===== src/rtl/text_writer_if.sv =====
// Character-stream and text-buffer write-port bundle for text_writer.
//   master : character source / buffer consumer (drives i_*, observes o_*)
//   slave  : the text_writer engine
// Signals:
//   i_char_valid / i_char / o_char_ready : byte stream handshake
//   i_clear                              : one-cycle request to blank the buffer
//   o_wr_en / o_wr_addr / o_wr_data      : registered text buffer write port
//   o_cursor_col / o_cursor_row          : current cursor position
//   o_scroll_row                         : buffer row shown at the top of the screen
//   o_busy                               : a line or full-buffer clear is in progress
interface text_writer_if #(
   parameter int unsigned COL_BITS = 5,
   parameter int unsigned ROW_BITS = 5
);
   logic                         i_char_valid;
   logic [7:0]                   i_char;
   logic                         o_char_ready;
   logic                         i_clear;
   logic                         o_wr_en;
   logic [ROW_BITS+COL_BITS-1:0] o_wr_addr;
   logic [7:0]                   o_wr_data;
   logic [COL_BITS-1:0]          o_cursor_col;
   logic [ROW_BITS-1:0]          o_cursor_row;
   logic [ROW_BITS-1:0]          o_scroll_row;
   logic                         o_busy;

   modport master (
      output i_char_valid, i_char, i_clear,
      input  o_char_ready, o_wr_en, o_wr_addr, o_wr_data,
      input  o_cursor_col, o_cursor_row, o_scroll_row, o_busy
   );

   modport slave (
      input  i_char_valid, i_char, i_clear,
      output o_char_ready, o_wr_en, o_wr_addr, o_wr_data,
      output o_cursor_col, o_cursor_row, o_scroll_row, o_busy
   );
endinterface


===== src/rtl/text_writer.sv =====
// Write-side engine for the character text buffer scanned by the tile layer.
// Consumes a byte stream, writes glyph codes at the cursor, handles CR, LF,
// backspace and line wrap, and scrolls by advancing a circular top-row pointer.
// Ports:
//   i_pix_clk : pixel clock, all logic on posedge
//   i_rst_n   : asynchronous active-low reset
//   bus       : text_writer_if slave (handshake, write port, cursor, scroll, busy)
module text_writer #(
   parameter int unsigned COL_BITS   = 5,
   parameter int unsigned ROW_BITS   = 5,
   parameter logic [7:0]  BLANK_CHAR = 8'h20
) (
   input  logic         i_pix_clk,
   input  logic         i_rst_n,
   text_writer_if.slave bus
);
   localparam int unsigned ADDR_BITS = ROW_BITS + COL_BITS;
   localparam logic [COL_BITS-1:0] LAST_COL = '1;
   localparam logic [COL_BITS:0] LINE_ONE = (COL_BITS+1)'(1);

   typedef enum logic [1:0] {
      StIdle,
      StClearLine,
      StClearAll
   } state_e;

   state_e                state_q;
   logic [COL_BITS-1:0]   col_q;
   logic [ROW_BITS-1:0]   row_q;
   logic [ROW_BITS-1:0]   scroll_q;
   // Extra MSB marks "all writes issued"; the following cycle returns to idle,
   // so ready only rises once the last clear write has been presented.
   logic [ADDR_BITS:0]    fill_cnt_q;
   logic [COL_BITS:0]     line_cnt_q;
   logic                  wr_en_q;
   logic [ADDR_BITS-1:0]  wr_addr_q;
   logic [7:0]            wr_data_q;

   logic                  char_ready;
   logic [ROW_BITS-1:0]   row_next;
   logic [COL_BITS-1:0]   col_prev;
   logic                  buffer_full;

   assign char_ready  = (state_q == StIdle) && !bus.i_clear;
   assign row_next    = row_q + 1'b1;
   assign col_prev    = col_q - 1'b1;
   // A newline landing on the top visible row means the screen is full.
   assign buffer_full = (row_next == scroll_q);

   always_ff @(posedge i_pix_clk or negedge i_rst_n) begin
      if (!i_rst_n) begin
         state_q    <= StClearAll;
         col_q      <= '0;
         row_q      <= '0;
         scroll_q   <= '0;
         fill_cnt_q <= '0;
         line_cnt_q <= '0;
         wr_en_q    <= 1'b0;
         wr_addr_q  <= '0;
         wr_data_q  <= '0;
      end else begin
         wr_en_q <= 1'b0;
         if (bus.i_clear) begin
            state_q    <= StClearAll;
            fill_cnt_q <= '0;
         end else begin
            case (state_q)
               StIdle: begin
                  if (bus.i_char_valid) begin
                     case (bus.i_char)
                        8'h0D: col_q <= '0;
                        8'h0A: begin
                           col_q <= '0;
                           row_q <= row_next;
                           if (buffer_full) begin
                              // No own write for LF, so the first clear write
                              // takes this slot.
                              scroll_q   <= scroll_q + 1'b1;
                              state_q    <= StClearLine;
                              wr_en_q    <= 1'b1;
                              wr_addr_q  <= {row_next, {COL_BITS{1'b0}}};
                              wr_data_q  <= BLANK_CHAR;
                              line_cnt_q <= LINE_ONE;
                           end
                        end
                        8'h08: begin
                           if (col_q != '0) begin
                              col_q     <= col_prev;
                              wr_en_q   <= 1'b1;
                              wr_addr_q <= {row_q, col_prev};
                              wr_data_q <= BLANK_CHAR;
                           end
                        end
                        default: begin
                           wr_en_q   <= 1'b1;
                           wr_addr_q <= {row_q, col_q};
                           wr_data_q <= bus.i_char;
                           if (col_q != LAST_COL) begin
                              col_q <= col_q + 1'b1;
                           end else begin
                              col_q <= '0;
                              row_q <= row_next;
                              if (buffer_full) begin
                                 scroll_q   <= scroll_q + 1'b1;
                                 state_q    <= StClearLine;
                                 line_cnt_q <= '0;
                              end
                           end
                        end
                     endcase
                  end
               end
               StClearLine: begin
                  if (!line_cnt_q[COL_BITS]) begin
                     wr_en_q    <= 1'b1;
                     wr_addr_q  <= {row_q, line_cnt_q[COL_BITS-1:0]};
                     wr_data_q  <= BLANK_CHAR;
                     line_cnt_q <= line_cnt_q + 1'b1;
                  end else begin
                     state_q <= StIdle;
                  end
               end
               StClearAll: begin
                  if (!fill_cnt_q[ADDR_BITS]) begin
                     wr_en_q    <= 1'b1;
                     wr_addr_q  <= fill_cnt_q[ADDR_BITS-1:0];
                     wr_data_q  <= BLANK_CHAR;
                     fill_cnt_q <= fill_cnt_q + 1'b1;
                  end else begin
                     state_q  <= StIdle;
                     col_q    <= '0;
                     row_q    <= '0;
                     scroll_q <= '0;
                  end
               end
               default: state_q <= StIdle;
            endcase
         end
      end
   end

   assign bus.o_char_ready = char_ready;
   assign bus.o_wr_en      = wr_en_q;
   assign bus.o_wr_addr    = wr_addr_q;
   assign bus.o_wr_data    = wr_data_q;
   assign bus.o_cursor_col = col_q;
   assign bus.o_cursor_row = row_q;
   assign bus.o_scroll_row = scroll_q;
   assign bus.o_busy       = (state_q != StIdle);
endmodule


===== src/flat_wrapper.sv =====
// flat-port wrapper written by rule: the top's interface ports become plain ports
module text_writer_flat 
#(
   parameter int unsigned COL_BITS   = 5,
   parameter int unsigned ROW_BITS   = 5,
   parameter logic [7:0]  BLANK_CHAR = 8'h20
)
  (i_pix_clk, i_rst_n, bus_i_char_valid, bus_i_char, bus_i_clear, bus_o_char_ready, bus_o_wr_en, bus_o_wr_addr, bus_o_wr_data, bus_o_cursor_col, bus_o_cursor_row, bus_o_scroll_row, bus_o_busy);
  text_writer_if #(.COL_BITS(COL_BITS), .ROW_BITS(ROW_BITS)) bus_i ();
  input  logic i_pix_clk;
  input  logic i_rst_n;
  input wire logic [$bits(bus_i.i_char_valid)-1:0] bus_i_char_valid;
  input wire logic [$bits(bus_i.i_char)-1:0] bus_i_char;
  input wire logic [$bits(bus_i.i_clear)-1:0] bus_i_clear;
  output wire logic [$bits(bus_i.o_char_ready)-1:0] bus_o_char_ready;
  output wire logic [$bits(bus_i.o_wr_en)-1:0] bus_o_wr_en;
  output wire logic [$bits(bus_i.o_wr_addr)-1:0] bus_o_wr_addr;
  output wire logic [$bits(bus_i.o_wr_data)-1:0] bus_o_wr_data;
  output wire logic [$bits(bus_i.o_cursor_col)-1:0] bus_o_cursor_col;
  output wire logic [$bits(bus_i.o_cursor_row)-1:0] bus_o_cursor_row;
  output wire logic [$bits(bus_i.o_scroll_row)-1:0] bus_o_scroll_row;
  output wire logic [$bits(bus_i.o_busy)-1:0] bus_o_busy;
  assign bus_i.i_char_valid = bus_i_char_valid;
  assign bus_i.i_char = bus_i_char;
  assign bus_i.i_clear = bus_i_clear;
  assign bus_o_char_ready = bus_i.o_char_ready;
  assign bus_o_wr_en = bus_i.o_wr_en;
  assign bus_o_wr_addr = bus_i.o_wr_addr;
  assign bus_o_wr_data = bus_i.o_wr_data;
  assign bus_o_cursor_col = bus_i.o_cursor_col;
  assign bus_o_cursor_row = bus_i.o_cursor_row;
  assign bus_o_scroll_row = bus_i.o_scroll_row;
  assign bus_o_busy = bus_i.o_busy;
  text_writer #(.COL_BITS(COL_BITS), .ROW_BITS(ROW_BITS), .BLANK_CHAR(BLANK_CHAR)) u_core (.i_pix_clk(i_pix_clk), .i_rst_n(i_rst_n), .bus(bus_i));
endmodule

===== config.mk =====
export PLATFORM = sky130hd
export DESIGN_NAME = text_writer_flat
export DESIGN_NICKNAME = d
export VERILOG_FILES = /design/src/rtl/text_writer_if.sv /design/src/rtl/text_writer.sv /design/src/flat_wrapper.sv
export SDC_FILE = /design/constraint.sdc
export NUM_CORES = 1
export LEC_CHECK = 0
export ABC_AREA = 0
export BUFFER_PORTS_ARGS = -buffer_cell sky130_fd_sc_hd__buf_2
export CORE_MARGIN = 10
export CORE_UTILIZATION = 33
export DETAILED_ROUTE_END_ITERATION = 10
export GPL_TIMING_DRIVEN = 0
export PLACE_DENSITY = 0.61
export SETUP_SLACK_MARGIN = 0.3
export SLEW_MARGIN = 20
export SYNTH_ARGS = -nofsm -noshare
export SYNTH_HDL_FRONTEND = slang
export SYNTH_SLANG_ARGS = --single-unit

===== constraint.sdc =====
create_clock -name i_pix_clk -period 2.9 [get_ports i_pix_clk]
set_clock_uncertainty 0.1 [all_clocks]
set_input_delay 0.145 -clock i_pix_clk [delete_from_list [all_inputs] [get_ports i_pix_clk]]
set_output_delay 0.145 -clock i_pix_clk [all_outputs]
set_load 0.02 [all_outputs]

==> results of run 1 <==
==> kinds of logic (layout without fill, tap and decap cells) <==
group	Yosys count	after routing	share of synthesized area
flip-flops	53	53	0.3984
AND/OR/NAND/NOR	159	159	0.2370
XOR/XNOR	13	13	0.03417
AO/OA/AOI/OAI	106	106	0.2204
buffers and inverters	34	107	0.03943
multiplexers	8	8	0.02553
adder cells (fa/ha/maj)	12	12	0.04506
==> power breakdown <==
part	total, W	switching (W)	leakage [nW]	internal (W)
clock network	0.000548	0.000267	0.0574	0.000281
registers	0.000821	0.0000356	0.690	0.000785
logic	0.000439	0.000282	1.07	0.000157
total	0.00181	0.000584	1.82	0.00122
==> worst max-delay path, delay by kind of cell, from the launching register on <==
kind	cells	cell delay [ps]
compound gates	3	790
simple gates	3	730
flops	1	400
fa+ha+maj	2	310
buf+inv	1	130
==> cell type report <==
class / count / area (um2)
timing repair buffer: 65 / 387.9
buffer: 26 / 155.1
tap: 133 / 166.4
fill: 1003 / 5657
inverter: 8 / 32.53
clock inverter: 2 / 37.54
sequential: 53 / 1331
multi-input combinational: 298 / 1969
clock buffer: 6 / 82.58
==> worst paths after layout <==
kind,to,slack [ps]
setup / recovery,u_core.line_cnt_q[4]$_DFFE_PN0P_,370
hold / removal,u_core.bus.o_wr_data[2]$_DFFE_PN0P_,20
setup reg to reg,u_core.line_cnt_q[4]$_DFFE_PN0P_,370
hold reg to reg,u_core.bus.o_wr_data[1]$_DFFE_PN0P_,390
max in group asynchronous,u_core.bus.o_cursor_row[1]$_DFFE_PN0P_,1910
min in group asynchronous,u_core.bus.o_cursor_col[2]$_DFFE_PN0P_,300
==> cell usage after synthesis, types with 8 or more instances <==
master,instances,area share
ha_1,12,0.045
o21ai_0,10,0.015
o21ai_1,23,0.035
a21oi_1,14,0.021
clkbuf_1,21,0.024
nor2_1,24,0.027
dfrtp_1,52,0.39
and3_1,8,0.015
inv_1,8,0.0090
or3_1,9,0.017
nand2_1,59,0.066
nand3_1,15,0.023
a22oi_1,9,0.020
nor3_1,10,0.015
==> per-stage QoR <==
stage	power, W	hold slack (ps)	cells	util
CTS	0.001803	5.010	582	0.4081
floorplan	0.001085	-250.6	385	-
global placement	0.001224	291.9	564	0.3804
global route	0.001900	24.51	591	0.4239
finish	0.001808	16.40	591	0.4239
detailed placement	0.001233	138.4	564	0.3806
==> routing by layer <==
metal  share of wire  vias up  track usage  wire [um]
li1                -     1545            -          -
met1            0.48     1550       0.1950       4786
met2            0.43      122       0.1929       4322
met3           0.067       15      0.03025        674
met4           0.021        0      0.04827        208
met5               0        -            0          0
==> timing repair <==
| item | in CTS | in global routing |
|---|---|---|
| endpoints found under the hold margin | 56 | 0 |
| setup buffers | 5 | 9 |
| hold buffers | 5 | 0 |
| endpoints found under the setup margin | 38 | 26 |
| gates resized for setup | 20 | 26 |
| pin swaps | 2 | 3 |
==> flip-flops by register name (all words and copies together) (netlist names) <==
name,count
u_core.fill_cnt_q,11
u_core.bus.o_wr_addr,10
u_core.bus.o_wr_data,8
u_core.line_cnt_q,6
u_core.bus.o_cursor_col,5
u_core.bus.o_cursor_row,5
u_core.bus.o_scroll_row,5
u_core.state_q,2
u_core.bus.o_wr_en,1
==> placed cells by master, fill, tap and decap left out, drive strengths merged, types with 3 or more instances in the layout <==
cell type     n
a211oi        5
a21oi        14
a22o          3
a22oi         9
and2          3
and3          8
buf          69
clkbuf       23
dfrtp        52
dlygate4sd3   5
ha           12
inv           8
mux2          4
mux2i         4
nand2        59
nand2b        7
nand3        15
nand3b        6
nor2         24
nor2b         3
nor3         10
o211ai        7
o21ai        33
o311ai        3
o31ai         6
or3           9
xnor2         6
xor2          7
==> impl_metrics.yaml, run 1 <==
worst_setup_path:
  cp.required_ps: 3060
  r2r_cells: 9
  cp_max_fo: 7
  cp-start-kind: "register"
  crit_chain: "ha_4 -> and3_4 -> ha_4 -> o41ai_4 -> a2111oi_4 -> a21bo_1 -> buf_6 -> or4b_1 -> nand3_1"
  slowest_stage: "or4b_1"
  worstSetupPathType: "reg -> reg"
  cp.arrival_ps: 2690
  slowest_delay_ps: 460
  end_kind: "register"
  crit_start: "u_core.bus.o_cursor_col[0]$_DFFE_PN0P_"
  cp_common_cell: "ha_4"
  rr_startpoint: "u_core.bus.o_cursor_col[0]$_DFFE_PN0P_"
clock_network:
  ctsRootBufferMaster: "clkbuf_8"
  cts_tree: "built"
  cts-htree-levels: 2
  clk_pin_slew_ps: 110
  cts_sinks: 53
  cts_buffers: 5
  cts_max_path_buffers: 2
  clock_latency_ps: 320
synth:
  synth-edff-count: 0
  ys_ff_latch: 53
  yosysUniqueCellTypes: 62
  synth_cells: 385
  yosys_warnings: 0
  async_flop_share: 1.000
  synth_area_um2: 3332
  synth-seq-area-share: 0.3984
  syn_area_per_cell_um2: 8.654
  ys.flop_type: "dfrtp_1"
  syn_nets: 409
timing:
  hold_viol_final: 0
  post-route-period-util: 0.8715
  period_needed_ps: 2527
  max_slew_margin: 0.5524
  rsz0062_at_grt: "yes"
  setup_viol: 0
  finalSetupTns_ps: 0
  tightestPinTransition_ps: 671.5
  fmax_ghz: 0.3957
  worst_slack_ps: 372.8
  final-max-slew-violation-count: 0
min_path:
  hold_depth: 3
  hold_path.class: "in -> reg"
  min_from: "bus_i_char[2]"
status:
  status: "completed"
grt:
  grt_start_max_net_pins: 54
  overflow: 0
  antenna_found_initial: 0
  grt_pass1_wl_um: 16200
  grt_use_total: 0.1355
  grt_pass1_vias: 3091
route:
  drc_errors: 0
  wl_per_cell_um: 16.91
  ant_nets: 0
  first_iter_violations: 235
  firstDrtPassIters: 4
  dr_total_vias: 3232
  viasPerCell: 5.469
  wirelength_um: 9991
die:
  initial_core_util: 0.3393
  io_pins: 48
  die_y_um: 120.5
  dieWidth_um: 120.5
  rows: 36
  core-area_um2: 9819
  die_area_um2: 14520
cells_and_area:
  fin_area_um2: 4163
  n_antenna_cell: 0
  nets: 481
  drive_gt1_frac: 0.2336
  syn_to_final_growth_pct: 24.93
placement:
  port_buffers: 46
  place_hpwl_um: 7138
  place_ws_ps: -436.5
  dpl_cell_area_um2: 3737
  gp_congestion: 0.9073
flow_run:
  cap_violations: 0
pwr:
  irDropWorstVdd_uv: 205.4
  power_density_nw_per_um2: 434.3
  p_leak_nw: 1.818
(Power assumes the default switching activity.)
==> run 2: changes to the inputs <==
REMOVE_ABC_BUFFERS = 1   (was not set)
==> run 2 against run 1 <==
Critical path depth decreased by 1. Largest power group unchanged. Worst hold slack got worse by 2.8 ps. Sequential cell count unchanged. Global-route usage decreased by 1.1 points. Die area unchanged. Highest routed layer unchanged. Critical path type unchanged. First-iteration DRC count decreased by 23%. Sequential power increased by 1%. Clock power decreased by 3%. Sequential share of layout area increased by 1.0 points. Maximum frequency increased by 0.99%. Wire length decreased by 7.8%. Via count decreased by 6.2%. Critical endpoint unchanged.
==> impl_metrics.yaml, run 2 (same netlist as run 1, synthesis figures left out) <==
timing:
  max_slew_margin: 0.4975
  tightestPinTransition_ps: 747.9
  rsz0062_at_grt: "no"
  worst_slack_ps: 397.5
  hold_viol_final: 0
  final-max-slew-violation-count: 0
  setup_viol: 0
  finalSetupTns_ps: 0
  fmax_ghz: 0.3996
  period_needed_ps: 2503
  post-route-period-util: 0.8629
clock_network:
  ctsRootBufferMaster: "clkbuf_8"
  cts_max_path_buffers: 2
  cts-htree-levels: 2
  cts_sinks: 53
  cts_tree: "built"
  clock_latency_ps: 310
  cts_buffers: 5
  clk_pin_slew_ps: 100
die:
  die_area_um2: 14520
  io_pins: 48
  rows: 36
  die_y_um: 120.5
  initial_core_util: 0.3393
  dieWidth_um: 120.5
  core-area_um2: 9819
cells_and_area:
  fin_area_um2: 4048
  regMostFlops: "u_core.fill_cnt_q"
  nFillCells: 1012
  multiInputGateArea_um2: 1979
  nets: 456
  final_cells: 566
  syn_to_final_growth_pct: 21.48
  layout_common_cells: "59 x nand2_1, 46 x buf_2, 46 x dfrtp_1"
  regArea_um2: 1335
  final_common_cell: "nand2_1"
  n_antenna_cell: 0
  largest_reg_flops: 11
  drive_gt1_frac: 0.2240
min_path:
  hold_path.class: "in -> reg"
  hold_depth: 3
  min_from: "bus_i_char[2]"
  min_to: "u_core.bus.o_wr_data[2]$_DFFE_PN0P_"
route:
  firstDrtPassIters: 4
  wirelength_um: 9215
  dr_total_vias: 3031
  viasPerCell: 5.355
  wl_per_cell_um: 16.28
  drc_errors: 0
  first_iter_violations: 181
  ant_nets: 0
placement:
  gp_congestion: 0.8233
  port_buffers: 47
  dp.cells: 540
  dpl_cell_area_um2: 3680
  place_ws_ps: -294.5
  place_hpwl_um: 6494
grt:
  grt_start_max_net_pins: 54
  grt_pass1_vias: 3002
  grt_pass1_wl_um: 15180
  overflow: 0
  grt_use_total: 0.1245
  antenna_found_initial: 0
worst_setup_path:
  cp_max_fo: 6
  r2r-end: "u_core.line_cnt_q[4]$_DFFE_PN0P_"
  rr_startpoint: "u_core.bus.o_cursor_col[0]$_DFFE_PN0P_"
  worstSetupPathType: "reg -> reg"
  reg2reg_slack_ps: 400
  end_kind: "register"
  cp-start-kind: "register"
  cp.required_ps: 3050
  r2r_cells: 8
  cp.arrival_ps: 2650
pwr:
  power_density_nw_per_um2: 438.7
  p_leak_nw: 1.727
  irDropWorstVdd_uv: 254.9
flow_run:
  cap_violations: 0
status:
  status: "completed"
[run 2: cell types whose count changed in the layout (fill, tap and decap cells not counted), sizes merged]
| cell | before | now |
|---|---|---|
| buf | 69 | 61 |
| clkbuf | 23 | 6 |
[run 2: timing repair]
action                     CTS  global route
pin swaps                    3             2
hold endpoints to repair    56             0
gates resized for setup     12            12
hold buffers                 5             0
buffers inserted             4             9
setup endpoints to repair   42            17
[run 2: area by class of cell]
| class | instances | area share |
|---|---|---|
| flip-flops and latches | 53 | 0.3298 |
| well taps | 133 | 0.04111 |
| clock buffers | 6 | 0.02040 |
| clock inverters | 2 | 0.009274 |
| multi-input cells | 298 | 0.4890 |
| inverters | 8 | 0.007419 |
| repair buffers | 66 | 0.1029 |
[run 2: where the power goes]
part	switching (W)	internal (W)
registers	0.0000460	0.000785
clock network	0.000250	0.000281
logic	0.000252	0.000162
[run 2: worst max path at each step]
stage | from | end | slack, ps | depth (start not counted)
floorplan | u_core.bus.o_cursor_row[0]$_DFFE_PN0P_ | u_core.bus.o_wr_addr[8]$_DFFE_PN0P_ | -560 | 6
global placement | bus_i_char[5] | u_core.bus.o_wr_addr[8]$_DFFE_PN0P_ | -1590 | 6
detailed placement | u_core.bus.o_cursor_col[0]$_DFFE_PN0P_ | u_core.line_cnt_q[4]$_DFFE_PN0P_ | -290 | 9
CTS | u_core.bus.o_cursor_col[0]$_DFFE_PN0P_ | u_core.line_cnt_q[4]$_DFFE_PN0P_ | 300 | 8
global route | u_core.state_q[1]$_DFFE_PN1P_ | u_core.line_cnt_q[4]$_DFFE_PN0P_ | 300 | 8
finish | u_core.bus.o_cursor_col[0]$_DFFE_PN0P_ | u_core.line_cnt_q[4]$_DFFE_PN0P_ | 400 | 8
[run 2: per-stage QoR]
step | hold slack, ps | util | power [W]
2_1_floorplan | -250.6 | - | 0.001071
3_3_place_gp | 300.5 | 0.3699 | 0.001203
3_5_place_dp | 136.0 | 0.3747 | 0.001218
4_1_cts | 2.002 | 0.3986 | 0.001770
5_1_grt | 0.9777 | 0.4122 | 0.001884
6_report | 13.55 | 0.4122 | 0.001776
[run 2: layer usage]
layer | part of all wire | track usage | wire length (um) | up-vias
met5 | 0 | 0 | 0 | -
met4 | 0.0076 | 0.02715 | 70 | 0
met3 | 0.056 | 0.03257 | 520 | 9
met2 | 0.48 | 0.2066 | 4455 | 64
met1 | 0.45 | 0.1586 | 4168 | 1474
li1 | - | - | - | 1484
[run 2: worst max-delay path, stage by stage, from the launching register on]
cell and delay [ps]:
dfrtp_2 450, ha_4 160, and3_1 190, ha_4 180
o41ai_2 90, a2111oi_4 410, a21bo_4 290, or4b_1 470
nand3_1 100
